[src/rtl/pipe_stage_buf.sv]
// pipe_stage_buf
//   Small FIFO used as an elastic buffer between two pipeline stages. Each
//   entry holds FIELDS packed fields of DATA_W bits (instr, npc, curr_pc, with
//   field 0 in the LSBs). Pushes land in registered storage, so there is one
//   cycle of latency and no combinational path from input to output.
//
// Parameters
//   DATA_W  width of one field
//   FIELDS  fields per entry
//   DEPTH   number of entries; must be a power of two and at least 2
//
// Ports
//   CLK         sole clock, rising edge
//   RST         synchronous active-high reset
//   in_valid    upstream offers an entry
//   in_ready    buffer accepts an entry this cycle
//   in_data     entry payload
//   out_valid   head entry available downstream
//   out_ready   downstream consumes the head this cycle
//   out_data    head entry payload, zero when empty (bubble = zero instruction)
//   flush       discard all buffered entries
//   freeze      hold all state; no push, no pop
//   count       current occupancy 0..DEPTH
//   bubble_cnt  saturating count of cycles the consumer was starved
module pipe_stage_buf #(
  parameter int DATA_W = 32,
  parameter int FIELDS = 3,
  parameter int DEPTH  = 2
) (
  input  logic                       CLK,
  input  logic                       RST,
  input  logic                       in_valid,
  output logic                       in_ready,
  input  logic [FIELDS*DATA_W-1:0]   in_data,
  output logic                       out_valid,
  input  logic                       out_ready,
  output logic [FIELDS*DATA_W-1:0]   out_data,
  input  logic                       flush,
  input  logic                       freeze,
  output logic [$clog2(DEPTH+1)-1:0] count,
  output logic [15:0]                bubble_cnt
);

  localparam int EW = FIELDS * DATA_W;
  localparam int CW = $clog2(DEPTH + 1);
  localparam int PW = $clog2(DEPTH);
  localparam logic [CW-1:0] FULL = CW'(DEPTH);

  logic [EW-1:0] mem_q [DEPTH];

  logic [PW-1:0] wr_ptr_q, wr_ptr_d;
  logic [PW-1:0] rd_ptr_q, rd_ptr_d;
  logic [CW-1:0] count_q,  count_d;
  logic [15:0]   bubble_q, bubble_d;

  logic push, pop, starved;

  // Handshake qualifiers already exclude flush and freeze, so push/pop below
  // never fire while the buffer is being held or cleared.
  assign in_ready  = (count_q != FULL) & ~freeze & ~flush;
  assign out_valid = (count_q != '0)   & ~freeze & ~flush;

  assign push    = in_valid & in_ready;
  assign pop     = out_valid & out_ready;
  assign starved = out_ready & (count_q == '0) & ~freeze & ~flush;

  // Stale storage is never cleared; masking here is what hides it.
  assign out_data = (count_q != '0) ? mem_q[rd_ptr_q] : '0;

  assign count      = count_q;
  assign bubble_cnt = bubble_q;

  // Next-state: flush beats freeze beats push/pop. Pointers wrap naturally
  // because DEPTH is a power of two.
  always_comb begin
    wr_ptr_d = wr_ptr_q;
    rd_ptr_d = rd_ptr_q;
    count_d  = count_q;
    bubble_d = bubble_q;

    if (starved && bubble_q != 16'hFFFF) begin
      bubble_d = bubble_q + 16'd1;
    end

    if (flush) begin
      wr_ptr_d = '0;
      rd_ptr_d = '0;
      count_d  = '0;
    end else if (!freeze) begin
      if (push) wr_ptr_d = wr_ptr_q + PW'(1);
      if (pop)  rd_ptr_d = rd_ptr_q + PW'(1);
      unique case ({push, pop})
        2'b10:   count_d = count_q + CW'(1);
        2'b01:   count_d = count_q - CW'(1);
        default: count_d = count_q;
      endcase
    end
  end

  // Control state register
  always_ff @(posedge CLK) begin
    if (RST) begin
      wr_ptr_q <= '0;
      rd_ptr_q <= '0;
      count_q  <= '0;
      bubble_q <= '0;
    end else begin
      wr_ptr_q <= wr_ptr_d;
      rd_ptr_q <= rd_ptr_d;
      count_q  <= count_d;
      bubble_q <= bubble_d;
    end
  end

  // Payload storage, not reset
  always_ff @(posedge CLK) begin
    if (push && !RST) begin
      mem_q[wr_ptr_q] <= in_data;
    end
  end

endmodule

[config.mk]
export PLATFORM = sky130hd
export DESIGN_NAME = pipe_stage_buf
export DESIGN_NICKNAME = d
export VERILOG_FILES = /design/src/rtl/pipe_stage_buf.sv
export SDC_FILE = /design/constraint.sdc
export NUM_CORES = 1
export LEC_CHECK = 0
export ABC_CLOCK_PERIOD_IN_PS = 10950
export BUFFER_PORTS_ARGS = -buffer_cell sky130_fd_sc_hd__buf_2
export CORE_AREA = 2 2 147 149
export CTS_CLUSTER_SIZE = 20
export DETAILED_ROUTE_END_ITERATION = 8
export DIE_AREA = 0 0 149 151
export PLACE_DENSITY = 0.75
export SETUP_SLACK_MARGIN = 0.1
export SYNTH_ARGS = -nofsm -noshare
export SYNTH_HDL_FRONTEND = slang
export SYNTH_SLANG_ARGS = --single-unit
[constraint.sdc]
create_clock -name CLK -period 10.95 [get_ports CLK]
set_clock_uncertainty 0.1 [all_clocks]
set_input_delay 1.095 -clock CLK [delete_from_list [all_inputs] [get_ports CLK]]
set_output_delay 1.095 -clock CLK [all_outputs]
set_load 0.005 [all_outputs]
# ---- Word-level counts from Yosys, hierarchy flattened
# Memory sizes are Yosys's and may differ from the RTL's. A register that Yosys moved wholly into a read port is not among the register bits.
# Index checks and enable logic that the tools add are counted.
dict set report op_classes {
  n_addsub 5
  eq_ne 4
  muxes 6
  n_bitwise 11
  reduce_logical 10
}
# operator n
set ops {}
lappend ops {{$mux 96} 1}
lappend ops {{$add 16x1->16 const B} 1}
lappend ops {{$ne 16x16->1 const B} 1}
lappend ops {{$and 1x1->1} 9}
lappend ops {{$reduce_and 2->1} 3}
lappend ops {{$mux 1} 4}
lappend ops {{$pmux 2 s2} 1}
lappend ops {{$reduce_bool 2->1} 2}
lappend ops {{$add 1x1->1 const B} 2}
lappend ops {{$add 2x1->2 const B} 1}
lappend ops {{$eq 2x1->1 const B} 1}
lappend ops {{$eq 2x2->1 const B} 1}
lappend ops {{$logic_and 1x1->1} 2}
lappend ops {{$logic_not 2->1} 1}
lappend ops {{$ne 2x2->1 const B} 1}
lappend ops {{$not 1->1} 2}
lappend ops {{$reduce_or 2->1} 1}
lappend ops {{$sub 2x1->2 const B} 1}
lappend ops {{$logic_not 1->1} 1}
dict set report word_totals {
  ff_bits 20
  mem_bits_rw 192
  inputBits 102
  output_inout_bits 116
  word_cells 41
  mem_count 1
}
# name words width read_ports rd_ports_with_merged_regs wr line
set mem_list {}
lappend mem_list {mem_q 2 96 1 1 1 49} ;# logic [EW-1:0] mem_q [DEPTH];

# ---- Depth between registers and ports, before layout
# Gate-level depths: netlist of run 1.
dict set report logic_depth {
  word_depth 7
  depth_mapped 9
  ltp_nobuf 8
}

# ---- Least setup slack after synthesis of run 1
# OpenSTA, ideal clock, no wires.
dict set report synth_path {
  path_type {input port to flip-flop}
  startpoint {input port flush}
  endpoint {memory mem_q[1][0] in the netlist's numbering (enable)}
  arrival_ps 8810
  required_ps 10160
  slack_ps 1350
  stages 5
  n_path_buf 1
  path_cell_list {buf_6 -> nor2_1 -> a21boi_0 -> nand2_1 -> nor3b_1}
}
dict set report synth_between {
  elab_chain_cells 6
}
# item line
set synth_lines {}
lappend synth_lines {{from (decl)} 38} ;# input logic flush,
lappend synth_lines {{$not 1->1} 60} ;# assign in_ready = (count_q != FULL) & ~freeze & ~flush;
lappend synth_lines {{$and 1x1->1} 60}
lappend synth_lines {{named net in_ready} 33} ;# output logic in_ready,
lappend synth_lines {{$and 1x1->1} 63} ;# assign push = in_valid & in_ready;
lappend synth_lines {{$logic_and 1x1->1} 117} ;# if (push && !RST) begin
lappend synth_lines {{$mux 1} 117}
lappend synth_lines {{$mux 1 (implied by the code)} 118} ;# mem_q[wr_ptr_q] <= in_data;
lappend synth_lines {{to (decl)} 49}
# The timed path passes the listed nets, and every way through them passes these cells.

==> results of run 1 <==
==> sequential cells by signal, indices dropped and copies added (netlist names), named ones only <==
signal      cells
bubble_cnt     16
rd_ptr_q        1
wr_ptr_q        1
count           2
mem_q         192
==> through the flow <==
stage	area, sq um	setup slack [ns]	power (mW)	std cells
floorplan	8220	1.35	0.929	523
global placement	9590	7.49	0.955	996
detailed placement	9590	7.49	0.957	996
CTS	10400	6.93	1.73	1037
global route	10400	6.81	1.77	1037
finish	10400	6.96	1.71	1037
==> where the power goes <==
| part | switching (mW) | internal (mW) |
|---|---|---|
| sequential | 0.00221 | 0.894 |
| combinational | 0.0237 | 0.0196 |
| clock | 0.297 | 0.477 |
| total | 0.323 | 1.39 |
==> per-layer routing <==
metal / track usage [%] / wire (microns) / vias to the layer above
li1: - / - / 2394
met1: 17.9 / 6870 / 2408
met2: 23.4 / 7810 / 182
met3: 3.46 / 1350 / 30
met4: 3.95 / 308 / 0
met5: 0 / 0 / -
==> kinds of logic after synthesis <==
logic type / share of synthesized area, %
DFF: 75.3
xor gates and xnor gates: 1.39
adders and majority gates: 0.304
buffers and inverters: 1.48
and+or+nand+nor: 8.31
muxes: 11.8
AOI/OAI and AO/OA: 1.45
==> cells in the mapped netlist <==
cell type and instances:
o21ai_0 3, and2_1 2, nand3_1 6, nor2_1 109, and4_1 4, edfxtp_1 192, buf_1 3, buf_2 10
and4b_1 1, buf_6 1, nor4_1 1, a21oi_1 6, nand2_1 4, a31oi_1 3, and3_1 3, o2111ai_1 1
nand4_1 5, a211oi_1 3, nor2_4 1, nor3_4 1, xor2_1 7, inv_1 2, or3b_4 1, ha_1 2
o21a_1 1, dfxtp_1 21, nor3b_1 1, mux2i_1 97, xnor2_1 6, o21ai_2 1, clkbuf_1 11, nor3_1 10
or3_1 3, a21boi_0 1
==> worst max-delay path, delay by kind of cell (launching register included) <==
kind | cells | cell delay [ns]
buffers and inverters | 2 | 0.96
flip-flops | 1 | 0.84
multiplexers | 1 | 0.30
AND/OR/NAND/NOR | 1 | 0.07
==> final timing paths <==
kind,to,startpoint,depth (start not counted)
max,out_data[76],register,4
max reg2reg,bubble_cnt[15],count[1],6
min,bubble_cnt[5],bubble_cnt[5],2
min reg2reg,bubble_cnt[5],bubble_cnt[5],2
==> area by class of cell <==
cell class | count | share of cell area (%)
sequential | 213 | 59.7
multi-input combinational | 283 | 18.6
timing repair buffer | 223 | 10.9
clock buffer | 24 | 5.59
tap | 275 | 3.32
clock inverter | 17 | 1.80
inverter | 2 | 0.0725
==> out/results.txt, run 1 <==
Final Cycle Share: 36.5%
Max-slew headroom: 32.2%
Total setup buffers inserted after CTS: 0
Maximum vdd drop: 0.141 mV
Crit end category: output port
Share of the synthesized area in the top cell type: 70.1%
CTS buffer count: 23
Die outline width: 149 microns
Worst Path Required: 9.76 ns
Most common cell after layout, fill and taps aside: buf_2
Final-report hold violation count: 0
Num rows: 53
Core area: 20800 sq um
Largest cells by area after synthesis: edfxtp_1, mux2i_1, dfxtp_1
Via Count: 5014
CP Class: register to output port
Die area: 22500 sq um
Worst skew pair latency: 0.49 ns
Syn_nets: 627
CP Launch Type: register
Slowest-stage cell, CP: dfxtp_4
Drt total wl: 16.3 mm
Antenna diodes: 0
Unrepaired setup endpoints after global routing: no
Nets: 850
Number of I/O pins: 218
CTS root buf: clkbuf_16
Fmax: 251 MHz
Critical path arrival: 2.80 ns
Die H: 151 microns
PostCTS Resize Cnt: 0
CTS tree: built
Largest net degree at the start of global routing: 58
Status: completed
Antenna violation net count after detailed routing: 0
Max Transition Viols Final: 0
Clock slew at reported path FFs: 0.06 ns
Port-buffer cells: 217
Initial Util: 39.5%
Area leader, netlist: edfxtp_1
Hold Crit Class: register to register
Most frequent cells in the layout: buf_2, edfxtp_1, nor2_1, mux2i_1, clkbuf_16
Syn Area/Cell: 15.7 sq um
Critical Path, Cell by Cell: buf_4 -> mux2i_1 -> nor2_1 -> buf_2
Worst slew pin tran: 1.02 ns
Vias per std cell: 4.84
Detailed Place HPWL: 10.7 mm
FF/Latch Area: 6190 sq um
Sequential fraction of the synthesis area: 75.3%
GPL Wtd Cong: 0.712
Register-to-register setup slack: 7.86 ns
Setup_tns: 0 ns
Area delta synth->final: 26.0%
Final setup viols: 0
Final min period: 3.99 ns
Cell Area, Synth: 8220 sq um
Pwr Density: 165 nW/um^2
Leak: 3.84 nW
First-pass GRT wire length: 25.0 mm
Multi-input gate area: 1920 sq um
Count of different cell masters after synthesis: 34
Max Cap Viol: 0
Antenna violations before repair: 2
H-Tree Depth: 1
Synth Instances: 523
Vias in the first global route: 5009
Finished Core Util: 49.8%
Filler cells: 1788
CP max FO: 53
Share of layout cells above drive strength 1: 34.8%
Synthesis Warnings: 0
Yosys reg bits: 213
Longest Clk Path Bufs: 3
Hold Worst Slack: 0.402 ns
GRT overflow: 0
Clk sinks: 213
Total track usage: 13.9%
Wire length per cell: 15.8 microns
Hold_buf cts: 0
Iter 0 DRT Violations: 231
Residual DRC: 0
First-pass iteration count of the detailed router: 4
Crit path largest cell delay: 0.84 ns
Note: power is estimated with default switching activity, not from simulation.
==> run 2, diff against run 1 <==
--- a/config.mk
+++ b/config.mk
@@ -5,13 +5,13 @@
 export SDC_FILE = /design/constraint.sdc
 export NUM_CORES = 1
 export LEC_CHECK = 0
-export ABC_CLOCK_PERIOD_IN_PS = 10950
+export ABC_CLOCK_PERIOD_IN_PS = 3450
 export BUFFER_PORTS_ARGS = -buffer_cell sky130_fd_sc_hd__buf_2
 export CORE_AREA = 2 2 147 149
 export CTS_CLUSTER_SIZE = 20
 export DETAILED_ROUTE_END_ITERATION = 8
 export DIE_AREA = 0 0 149 151
-export PLACE_DENSITY = 0.75
+export PLACE_DENSITY = 0.77
 export SETUP_SLACK_MARGIN = 0.1
 export SYNTH_ARGS = -nofsm -noshare
 export SYNTH_HDL_FRONTEND = slang
==> constraint.sdc (replaced) <==
create_clock -name CLK -period 3.45 [get_ports CLK]
set_clock_uncertainty 0.1 [all_clocks]
set_input_delay 0.345 -clock CLK [delete_from_list [all_inputs] [get_ports CLK]]
set_output_delay 0.345 -clock CLK [all_outputs]
set_load 0.005 [all_outputs]
==> run 2 against run 1 <==
Net effect:
- non-clock buffer count grew 98
- first-iteration DRC count up 13%
- cell count rose by 9.6%
- die area is the same
- wire length grew 12%
- global-route usage up 1.9 points
- combinational power grew to 5.4 times the previous value
- worst hold slack lost 0.34 ns
- sequential share of layout area fell by 5.4 points
- core utilization rose by 5.0 points
- clock power rose to 3.2 times the previous value
- critical path depth did not move
- critical path type unchanged
- largest power group unchanged
==> out/results.txt, run 2 (synthesis results as in run 1) <==
Status: completed
Leak: 4.27 nW (+11%)
Clock slew at reported path FFs: 0.06 ns (about the same)
CTS buffer count: 23 (unchanged)
Core area: 20800 sq um (unchanged)
CP max FO: 28 (-47%)
Largest reg by FF count: mem_q
Die outline width: 149 microns (unchanged)
First-pass iteration count of the detailed router: 4 (unchanged)
Iter 0 DRT Violations: 261 (+13%)
Final min period: 2.60 ns
Worst skew pair latency: 0.50 ns (about the same)
Max FFs per register: 192 (unchanged)
Final-report hold violation count: 0 (unchanged)
Share of layout cells above drive strength 1: 31.6% (-3.2 points)
Critical path arrival: 2.16 ns (-0.64 ns)
Fmax: 385 MHz
Largest net degree at the start of global routing: 55 (-5.2%)
Max-slew headroom: 50.4% (+18 points)
Final setup viols: 0 (unchanged)
Crit end category: output port
Max Transition Viols Final: 0 (unchanged)
Residual DRC: 0 (unchanged)
Worst Path Required: 3.00 ns (-6.76 ns)
Via Count: 5438 (+8.5%)
CP Class: register to output port
Most frequent cells in the layout: buf_2, edfxtp_1, nor2_1, mux2i_1, dlygate4sd3_1
Num rows: 53 (unchanged)
First-pass GRT wire length: 28.0 mm (+12%)
Placed inst area: 9660 sq um (+0.69%)
Design Power: 5.58 mW (+230%)
Nets: 948 (+12%)
Initial Util: 39.5% (unchanged)
CTS tree: built
GRT overflow: 0 (unchanged)
Final Cycle Share: 75.4%
Critical Path, Cell by Cell: buf_4 -> mux2i_1 -> nor2_1 -> buf_2
Most common cell after layout, fill and taps aside: buf_2
Longest Clk Path Bufs: 3 (unchanged)
Crit path largest cell delay: 0.67 ns (-0.17 ns)
GPL Wtd Cong: 0.725 (+1.8%)
Detailed Place HPWL: 10.4 mm (-2.7%)
Hold Crit Class: input port to register
Slowest-stage cell, CP: dfxtp_4
Pwr Density: 489 nW/um^2 (+200%)
Unrepaired setup endpoints after global routing: no
CTS root buf: clkbuf_16
Antenna violation net count after detailed routing: 0 (unchanged)
H-Tree Depth: 1 (unchanged)
Maximum vdd drop: 0.496 mV (+250%)
Drt total wl: 18.2 mm (+12%)
Antenna violations before repair: 1 (-1)
Die H: 151 microns (unchanged)
Die area: 22500 sq um (unchanged)
Cell area after layout: 11400 sq um (+10%)
Vias in the first global route: 5535 (+11%)
Total track usage: 15.7% (+1.9 points)
Port-buffer cells: 217 (unchanged)
Clk sinks: 213 (unchanged)
Area delta synth->final: 38.7%
Setup_tns: 0 ns (unchanged)
Wire length per cell: 16.0 microns (+1.9%)
CP Launch Type: register
Vias per std cell: 4.78 (-1.1%)
Max Cap Viol: 0 (unchanged)
Worst slew pin tran: 0.744 ns (-0.271 ns)
Filler cells: 1660 (-7.2%)
Number of I/O pins: 218 (unchanged)
run 2: changes by cell type in the layout (fill, tap and decap cells not counted), sizes merged:
cell / delta
buf: +2
diode: +1
clkinv: -2
clkbuf: +1
clkinvlp: +1
inv: +1
dlygate4sd3: +96
run 2: power breakdown:
| part | total (mW) | switching [mW] | internal, mW |
|---|---|---|---|
| Sequential | 2.84 | 0.00746 | 2.84 |
| Clock | 2.50 | 0.977 | 1.52 |
| Combinational | 0.233 | 0.0981 | 0.135 |
| Total | 5.58 | 1.08 | 4.49 |
run 2: layer usage:
metal	track usage, %	vias to the layer above	part of all wire [%]
met1	19.2	2598	40
li1	-	2583	-
met3	3.58	42	7.1
met2	27.6	215	50
met4	5.43	0	2.9
met5	0	-	0
run 2: timing repair:
item                                   in CTS  in global routing
hold buffers                               96                  0
setup endpoints to repair                   0                  0
endpoints found under the hold margin     192                  0
setup buffers                               0                  0
resized for setup                           0                  0
run 2: through the flow:
step / setup WS, ns / util (%) / hold slack [ns] / instances
2_1_floorplan: -0.415 / - / 0.323 / 523
6_report: 0.850 / 54.7 / 0.0614 / 1137
3_5_place_dp: 1.19 / 46.4 / 0.394 / 998
5_1_grt: 0.731 / 54.7 / 0.0554 / 1137
3_3_place_gp: 1.24 / 46.4 / 0.378 / 998
4_1_cts: 0.845 / 54.7 / 0.0361 / 1136
run 2: worst paths after layout:
path / startpoint / end / slack [ns] / depth (start not counted)
max reg2reg: count[0] / mem_q[1][48] / 1.23 / 5
max: register / out_data[47] / 0.85 / 4
min reg2reg: bubble_cnt[11] / bubble_cnt[11] / 0.40 / 2
min: flush / register / 0.06 / 2
run 2: layout make-up:
cell class	count	area, sq um	share of cell area, %
Antenna cell	1	2.50	0.0220
Clock buffer	25	583	5.12
Clock inverter	17	191	1.68
Inverter	2	7.51	0.0659
Multi-Input combinational cell	283	1960	17.2
Sequential cell	213	6190	54.3
Tap cell	275	344	3.02
Timing Repair Buffer	321	2120	18.6
run 2: critical path, delay by kind of cell (launching register included):
kind	cells	cell delay, ns
buf+inv	2	0.63
flops	1	0.67
mux	1	0.24
simple gates	1	0.08
